[config.mk]
export PLATFORM = sky130hd
export DESIGN_NAME = reaction_fsm_multi
export DESIGN_NICKNAME = d
export VERILOG_FILES = /design/src/rtl/reaction_pkg.sv /design/src/rtl/reaction_lfsr.sv /design/src/rtl/reaction_fsm_multi.sv
export SDC_FILE = /design/constraint.sdc
export NUM_CORES = 1
export LEC_CHECK = 0
export CAP_MARGIN = 5
export CORE_MARGIN = 1
export CORE_UTILIZATION = 35
export DETAILED_ROUTE_END_ITERATION = 8
export PLACE_DENSITY_LB_ADDON = 0.1
export SYNTH_ARGS = -nofsm -noshare
export SYNTH_HDL_FRONTEND = slang
export SYNTH_HIERARCHICAL = 1
export SYNTH_SLANG_ARGS = --single-unit
export TNS_END_PERCENT = 20
[constraint.sdc]
create_clock -name clk -period 2.3 [get_ports clk]
set_input_delay 0.46 -clock clk [delete_from_list [all_inputs] [get_ports clk]]
set_output_delay 0.46 -clock clk [all_outputs]
set_load 0.02 [all_outputs]
[src/rtl/reaction_pkg.sv]
// Shared types and constants for the multi-player reaction-timer game.
package reaction_pkg;

  typedef enum logic [2:0] {
    S_IDLE,
    S_RWAIT,
    S_ARMED,
    S_DONE,
    S_FALSE,
    S_LATE
  } state_e;

  localparam logic [2:0] COLOR_IDLE  = 3'b000;
  localparam logic [2:0] COLOR_RWAIT = 3'b100;
  localparam logic [2:0] COLOR_ARMED = 3'b010;
  localparam logic [2:0] COLOR_DONE  = 3'b001;
  localparam logic [2:0] COLOR_FALSE = 3'b110;
  localparam logic [2:0] COLOR_LATE  = 3'b101;

  localparam logic [15:0] LFSR_SEED = 16'hACE1;
  // Taps 16,14,13,11 expressed as bit positions 15,13,12,10.
  localparam logic [15:0] LFSR_TAPS = 16'hB400;

  function automatic logic [2:0] lowest_index(input logic [7:0] v);
    logic [2:0] idx;
    logic       found;
    idx   = '0;
    found = 1'b0;
    for (int unsigned i = 0; i < 8; i++) begin
      if (v[i] && !found) begin
        idx   = 3'(i);
        found = 1'b1;
      end
    end
    return idx;
  endfunction

endpackage

[src/rtl/reaction_lfsr.sv]
// Free-running 16-bit Fibonacci LFSR supplying the random wait extension.
module reaction_lfsr
  import reaction_pkg::*;
(
  input  logic        clk,
  input  logic        rst,
  output logic [15:0] q
);

  logic [15:0] q_q;
  logic [15:0] q_d;

  always_comb begin
    q_d = {q_q[14:0], ^(q_q & LFSR_TAPS)};
  end

  always_ff @(posedge clk or posedge rst) begin
    if (rst) q_q <= LFSR_SEED;
    else     q_q <= q_d;
  end

  assign q = q_q;

endmodule

[src/rtl/reaction_fsm_multi.sv]
// Multi-player reaction game: random wait, armed timing, result hold.
module reaction_fsm_multi
  import reaction_pkg::*;
#(
  parameter int unsigned N_PLAYERS  = 2,
  parameter int unsigned RWAIT_MIN  = 1000,
  parameter int unsigned SPAN_W     = 11,
  parameter int unsigned LATE_LIMIT = 1000,
  parameter int unsigned HOLD_TICKS = 5000
) (
  input  logic                 clk,
  input  logic                 rst,
  input  logic                 tick,
  input  logic                 start,
  input  logic [N_PLAYERS-1:0] enter,
  output logic [2:0]           color_rgb,
  output logic                 time_clr,
  output logic                 time_en,
  output logic                 rs_en,
  output logic [2:0]           winner,
  output logic                 winner_valid,
  output logic                 false_start,
  output logic                 late,
  output logic [15:0]          react_ms
);

  localparam int unsigned WAIT_W = $clog2(RWAIT_MIN + (1 << SPAN_W)) + 1;
  localparam int unsigned HOLD_W = (HOLD_TICKS < 2) ? 1 : $clog2(HOLD_TICKS);

  state_e               state_q, state_d;
  logic [WAIT_W-1:0]    wait_q, wait_d;
  logic [15:0]          react_q, react_d;
  logic [HOLD_W-1:0]    hold_q, hold_d;
  logic [N_PLAYERS-1:0] enter_q;
  logic                 time_clr_q, time_clr_d;
  logic [2:0]           winner_q, winner_d;
  logic                 winner_valid_q, winner_valid_d;
  logic                 false_start_q, false_start_d;
  logic                 late_q, late_d;
  logic [15:0]          react_ms_q, react_ms_d;

  logic [15:0]          lfsr;
  logic [7:0]           press_pad;
  logic                 any_press;
  logic                 unused_lfsr;

  reaction_lfsr u_lfsr (
    .clk (clk),
    .rst (rst),
    .q   (lfsr)
  );

  assign unused_lfsr = ^lfsr;

  always_comb begin
    press_pad                = '0;
    press_pad[N_PLAYERS-1:0] = enter & ~enter_q;
    any_press                = |press_pad;
  end

  always_comb begin
    state_d        = state_q;
    wait_d         = wait_q;
    react_d        = react_q;
    hold_d         = hold_q;
    time_clr_d     = 1'b0;
    winner_d       = winner_q;
    winner_valid_d = winner_valid_q;
    false_start_d  = false_start_q;
    late_d         = late_q;
    react_ms_d     = react_ms_q;

    unique case (state_q)
      S_IDLE: begin
        if (start) begin
          state_d        = S_RWAIT;
          time_clr_d     = 1'b1;
          wait_d         = WAIT_W'(RWAIT_MIN) + WAIT_W'(lfsr[SPAN_W-1:0]);
          react_d        = '0;
          winner_valid_d = 1'b0;
          false_start_d  = 1'b0;
          late_d         = 1'b0;
          react_ms_d     = '0;
        end
      end
      S_RWAIT: begin
        if (any_press) begin
          state_d        = S_FALSE;
          hold_d         = '0;
          winner_d       = lowest_index(press_pad);
          winner_valid_d = 1'b1;
          false_start_d  = 1'b1;
        end else if (tick) begin
          wait_d = (wait_q == '0) ? '0 : wait_q - 1'b1;
          if (wait_q <= WAIT_W'(1)) begin
            state_d = S_ARMED;
            react_d = '0;
          end
        end
      end
      S_ARMED: begin
        // A press in the timeout cycle still counts as a valid reaction.
        if (any_press) begin
          state_d        = S_DONE;
          hold_d         = '0;
          winner_d       = lowest_index(press_pad);
          winner_valid_d = 1'b1;
          react_ms_d     = react_q;
        end else if (react_q == 16'(LATE_LIMIT)) begin
          state_d    = S_LATE;
          hold_d     = '0;
          late_d     = 1'b1;
          react_ms_d = 16'(LATE_LIMIT);
        end else if (tick && (react_q != 16'hFFFF)) begin
          react_d = react_q + 16'd1;
        end
      end
      S_DONE, S_FALSE, S_LATE: begin
        if (tick) begin
          if (hold_q >= HOLD_W'(HOLD_TICKS - 1)) begin
            state_d = S_IDLE;
            hold_d  = '0;
          end else begin
            hold_d = hold_q + 1'b1;
          end
        end
      end
      default: state_d = S_IDLE;
    endcase
  end

  always_ff @(posedge clk or posedge rst) begin
    if (rst) begin
      state_q        <= S_IDLE;
      wait_q         <= '0;
      react_q        <= '0;
      hold_q         <= '0;
      enter_q        <= '0;
      time_clr_q     <= 1'b0;
      winner_q       <= '0;
      winner_valid_q <= 1'b0;
      false_start_q  <= 1'b0;
      late_q         <= 1'b0;
      react_ms_q     <= '0;
    end else begin
      state_q        <= state_d;
      wait_q         <= wait_d;
      react_q        <= react_d;
      hold_q         <= hold_d;
      enter_q        <= enter;
      time_clr_q     <= time_clr_d;
      winner_q       <= winner_d;
      winner_valid_q <= winner_valid_d;
      false_start_q  <= false_start_d;
      late_q         <= late_d;
      react_ms_q     <= react_ms_d;
    end
  end

  always_comb begin
    color_rgb = COLOR_IDLE;
    unique case (state_q)
      S_IDLE:  color_rgb = COLOR_IDLE;
      S_RWAIT: color_rgb = COLOR_RWAIT;
      S_ARMED: color_rgb = COLOR_ARMED;
      S_DONE:  color_rgb = COLOR_DONE;
      S_FALSE: color_rgb = COLOR_FALSE;
      S_LATE:  color_rgb = COLOR_LATE;
      default: color_rgb = COLOR_IDLE;
    endcase
  end

  assign time_en      = (state_q == S_ARMED);
  assign rs_en        = (state_q == S_RWAIT);
  assign time_clr     = time_clr_q;
  assign winner       = winner_q;
  assign winner_valid = winner_valid_q;
  assign false_start  = false_start_q;
  assign late         = late_q;
  assign react_ms     = react_ms_q;

endmodule
After elaboration in Yosys (flattened, before gate mapping). Index checks and enable logic that the tools add are counted.

Flip-flop bits (word level): 86. Output and inout port bits: 28. Bits of input ports: 6.

Multiplexer cells: 50. $lt $le $gt $ge: 2. $add $sub $neg: 4. Reduce and logical (&&, ||, !) cells: 26. Equal/unequal tests: 23. Bitwise gates (word level): 2.

Operators with widths (number): $mux W16 (9); $mux W13 (9); $pmux W16 S3 (1); $pmux W13 S3 (1); $pmux W16 S2 (1); $mux W3 (10); $pmux W13 S2 (1); $add A16 B1 Y16 const B (1); $eq A16 B10 Y1 const B (1); $ne A16 B16 Y1 const B (1); $reduce_xor A16 Y1 (1); $pmux W3 S5 (1); $ne A2 B2 Y1 const B (7); $add A13 B1 Y13 const B (1); $ge A13 B13 Y1 const B (1); $le A13 B1 Y1 const B (1); $logic_not A13 Y1 (1); $sub A13 B1 Y13 const B (1); $add A10 B11 Y12 const A (1); $mux W1 (12); $ne A2 B1 Y1 const B (6); $pmux W3 S4 (1); $reduce_and A3 Y1 (4); $reduce_and A4 Y1 (3); 18 further kinds (31).

Depth between registers and ports, before layout.
Word-level depth: 10. Mapped depth: 8.

By module. The synthesis kept the hierarchy.

By module, submodules not included: reaction_fsm_multi (area an instance 3893.7 sq um, times used 1, cells each 433); reaction_lfsr (area an instance 553.0 sq um, times used 1, cells each 35).

Worst setup path after synthesis. No wires, ideal clock.

Kind: register to register. Start: reg react_q[2]. End: reg hold_q[5]. Arrival: 2.188 ns. Cell stages (with the launch flop): 8. Path buffers: 2. Library setup time: 0.122 ns. Clock period less this slack: 2.309 ns. Path slack: -0.009 ns. Cells stage by stage: dfrtp_1 -> buf_2 -> or4b_4 -> or4_4 -> a21oi_4 -> buf_6 -> o2bb2ai_1 -> a32o_1.

Longest elaborated chain between the ends: 3.

Ends and longest elaborated chain: start, declared (line reaction_fsm_multi.sv:32) `logic [15:0] react_q, react_d;`; start signal, assigned (line reaction_fsm_multi.sv:148) `react_q <= react_d;`; $eq A16 B10 Y1 (line reaction_fsm_multi.sv:109) `end else if (react_q == 16'(LATE_LIMIT)) begin`; $ne A3 B1 Y1 (no source line); $reduce_and A4 Y1 (no source line); end signal, assigned (line reaction_fsm_multi.sv:149) `hold_q <= hold_d;`; end, declared (line reaction_fsm_multi.sv:33) `logic [HOLD_W-1:0] hold_q, hold_d;`.

Every way passes these cells. A chain may end at the register's enable or synchronous reset.

Final worst setup path.
Start: reg react_q[12]. End: reg hold_q[7].

The elaborated chain is that of the path after synthesis.

==> results.sh <==
export IMPL_cpMaxStageDelayCell="or4_4"
export IMPL_drive_gt1_share_pct=21.1
export IMPL_grt_pass1_wl_mm=18.3
export IMPL_avgViaCountPerCell=5.36
export IMPL_fin_util_pct=46.2
export IMPL_cts_root_buf="clkbuf_16"
export IMPL_worst_pin_slew_ns=0.557
export IMPL_grt_setup_unrepaired="true"
export IMPL_syn_cell_area_mm2=0.00442
export IMPL_crit_family="simple AND/OR/NAND/NOR gates"
export IMPL_violations="setup timing"
export IMPL_drt_wl_total_mm=11.2
export IMPL_report_final_slew_viol_count=0
export IMPL_syn2layout_area_growth_pct=27.1
export IMPL_path_clk_slew_ns=0.06
export IMPL_dr_pass1_iters=5
export IMPL_multi_input_area_mm2=0.00210
export IMPL_io_pins=34
export IMPL_worst_path_max_fanout=7
export IMPL_hold_viol=0
export IMPL_end_kind="flop"
export IMPL_status="finished with violations"
export IMPL_layout_nets=543
export IMPL_path_buf_inv=1
export IMPL_cpPeakStageDelay_ns=0.58
export IMPL_cts_tree="done"
export IMPL_antenna_found_initial=0
export IMPL_drc=0
export IMPL_crit_chain="or4b_4 > or4_4 > a21oi_4 > buf_12 > o22ai_1 > a32o_1"
export IMPL_fillers=1169
export IMPL_hold_buffers=0
export IMPL_overflow=0
export IMPL_cap_violations=0
export IMPL_p_leak_nw=2.43
export IMPL_fp_dieH_um=114
export IMPL_cts_max_path_buffers=2
export IMPL_port_buffers=31
export IMPL_cts_buffers=9
export IMPL_dp_hpwl_mm=7.77
export IMPL_fmax_mhz=431
export IMPL_clock_sinks=84
export IMPL_grt_max_degree=69
export IMPL_core_mm2=0.0122
export IMPL_fin_skew_ns=0.00667
export IMPL_reg2reg_slack_ns=-0.02
export IMPL_hold_class="reg2reg"
export IMPL_initial_utilization_pct=36.3
export IMPL_rows=40
export IMPL_ant_nets=0
export IMPL_fin_hold_ws_ns=0.357
export IMPL_htree_levels=3
export IMPL_die_x_um=114
export IMPL_relSlewSlack_pct=62.8
export IMPL_grt_pass1_vias=3577
export IMPL_antennaDiodeCount=0
export IMPL_clock_latency_ns=0.35
export IMPL_vias=3765
export IMPL_drt_iter0_markers=230
export IMPL_regArea_mm2=0.00211
export IMPL_avgRoutedWirePerCell_um=16.0
export IMPL_min_period_ns=2.32
export IMPL_required_ns=2.54
export IMPL_design_die_area_mm2=0.0131
export IMPL_postSynthAreaPerCell_um2=9.52
export IMPL_powerDensity_mw_per_mm2=957
export IMPL_min_period_over_period_pct=101
export IMPL_setup_viol=4
export IMPL_track_usage_pct=18.2
export IMPL_worst_setup_path_start_kind="flop"
export IMPL_ys_warn_count=6
export IMPL_syn_inst=464
export IMPL_path_class="reg2reg"
export IMPL_gp_congestion=0.801
export IMPL_ir_drop_mv=0.337
export IMPL_worst_slack_ns=-0.0200
export IMPL_arrival_ns=2.56
power by group:
part	internal, W	total, W	switching, W
clock network	0.000978	0.00159	0.000612
registers	0.00165	0.00180	0.000153
logic	0.000801	0.00198	0.00118
worst reg2reg max path, cell delays in order, from the launching register on:
cell and delay [ns]:
dfrtp_1 0.39, or4b_4 0.56, or4_4 0.58, a21oi_4 0.23, buf_12 0.16, o22ai_1 0.08
a32o_1 0.21
final timing paths:
check / cells past startpoint / from / to
setup / recovery: 6 / react_q[12] / hold_q[7]
hold / removal: 0 / u_lfsr/q[14] / u_lfsr/q[15]
setup reg to reg: 6 / react_q[12] / hold_q[7]
hold reg to reg: 0 / u_lfsr/q[14] / u_lfsr/q[15]
max in group asynchronous: 2 / rst / u_lfsr/q[11]
min in group asynchronous: 2 / rst / u_lfsr/q[3]
area by class of cell:
type	count	share of cell area, %
Clock buffer	10	4.26
Multi-Input combinational cell	329	37.4
Sequential cell	84	37.6
Timing Repair Buffer	91	14.4
Tap cell	168	3.74
Inverter	15	1.00
Clock inverter	6	1.56
placed cells by master (no fill, tap or decap), drive strengths merged, types with 3 or more instances in the layout:
| cell | instances |
|---|---|
| dfrtp | 76 |
| buf | 59 |
| nand2 | 36 |
| nor2 | 36 |
| a21oi | 33 |
| o21ai | 33 |
| clkdlybuf4s50 | 26 |
| nand3 | 16 |
| inv | 15 |
| nor3 | 14 |
| a31oi | 14 |
| nand2b | 12 |
| clkbuf | 11 |
| a22o | 10 |
| o22ai | 9 |
| o2bb2ai | 8 |
| dfstp | 8 |
| ha | 7 |
| nor4 | 7 |
| o21a | 6 |
| nor2b | 6 |
| xnor2 | 5 |
| a41oi | 5 |
| and3 | 5 |
| a32o | 5 |
| dlygate4sd2 | 5 |
| nand4 | 4 |
| or2 | 4 |
| xor2 | 3 |
| or3 | 3 |
| mux2 | 3 |
| o211ai | 3 |
| clkinvlp | 3 |
| or4 | 3 |
metal layers:
layer | track usage, % | wire [µm] | part of all wire (%)
met2 | 27.0 | 5010 | 44
met5 | 0 | 0 | 0
met1 | 25.6 | 5600 | 50
met3 | 4.08 | 481 | 4.3
met4 | 7.45 | 157 | 1.4
state kept, by name (all words and copies together) (netlist names):
name and count:
u_lfsr/q 16, wait_q 13, react_q 16, state_q 3
hold_q 13, enter_q 2, false_start 1, react_ms 16
winner 1, late 1, winner_valid 1, time_clr 1
stage by stage:
step                setup TNS (ns)  cell area, µm²  setup slack (ns)  total power (W)  instances
global route                -0.478            5610           -0.0544          0.00567        703
global placement            -0.890            5200            -0.102          0.00378        682
finish                     -0.0465            5610           -0.0200          0.00537        703
floorplan                        0            4420            0.0140          0.00304        465
detailed placement          -0.267            5200           -0.0477          0.00378        682
CTS                        -0.0188            5530           -0.0106          0.00538        698
timing repair:
item | in CTS | in global routing
setup buffers | 0 | 4
setup endpoints to repair | 13 | 18
gates resized for setup | 7 | 9
pin swaps | 0 | 7
gates cloned | 0 | 1
No activity file was read; power rests on OpenSTA's default activity.
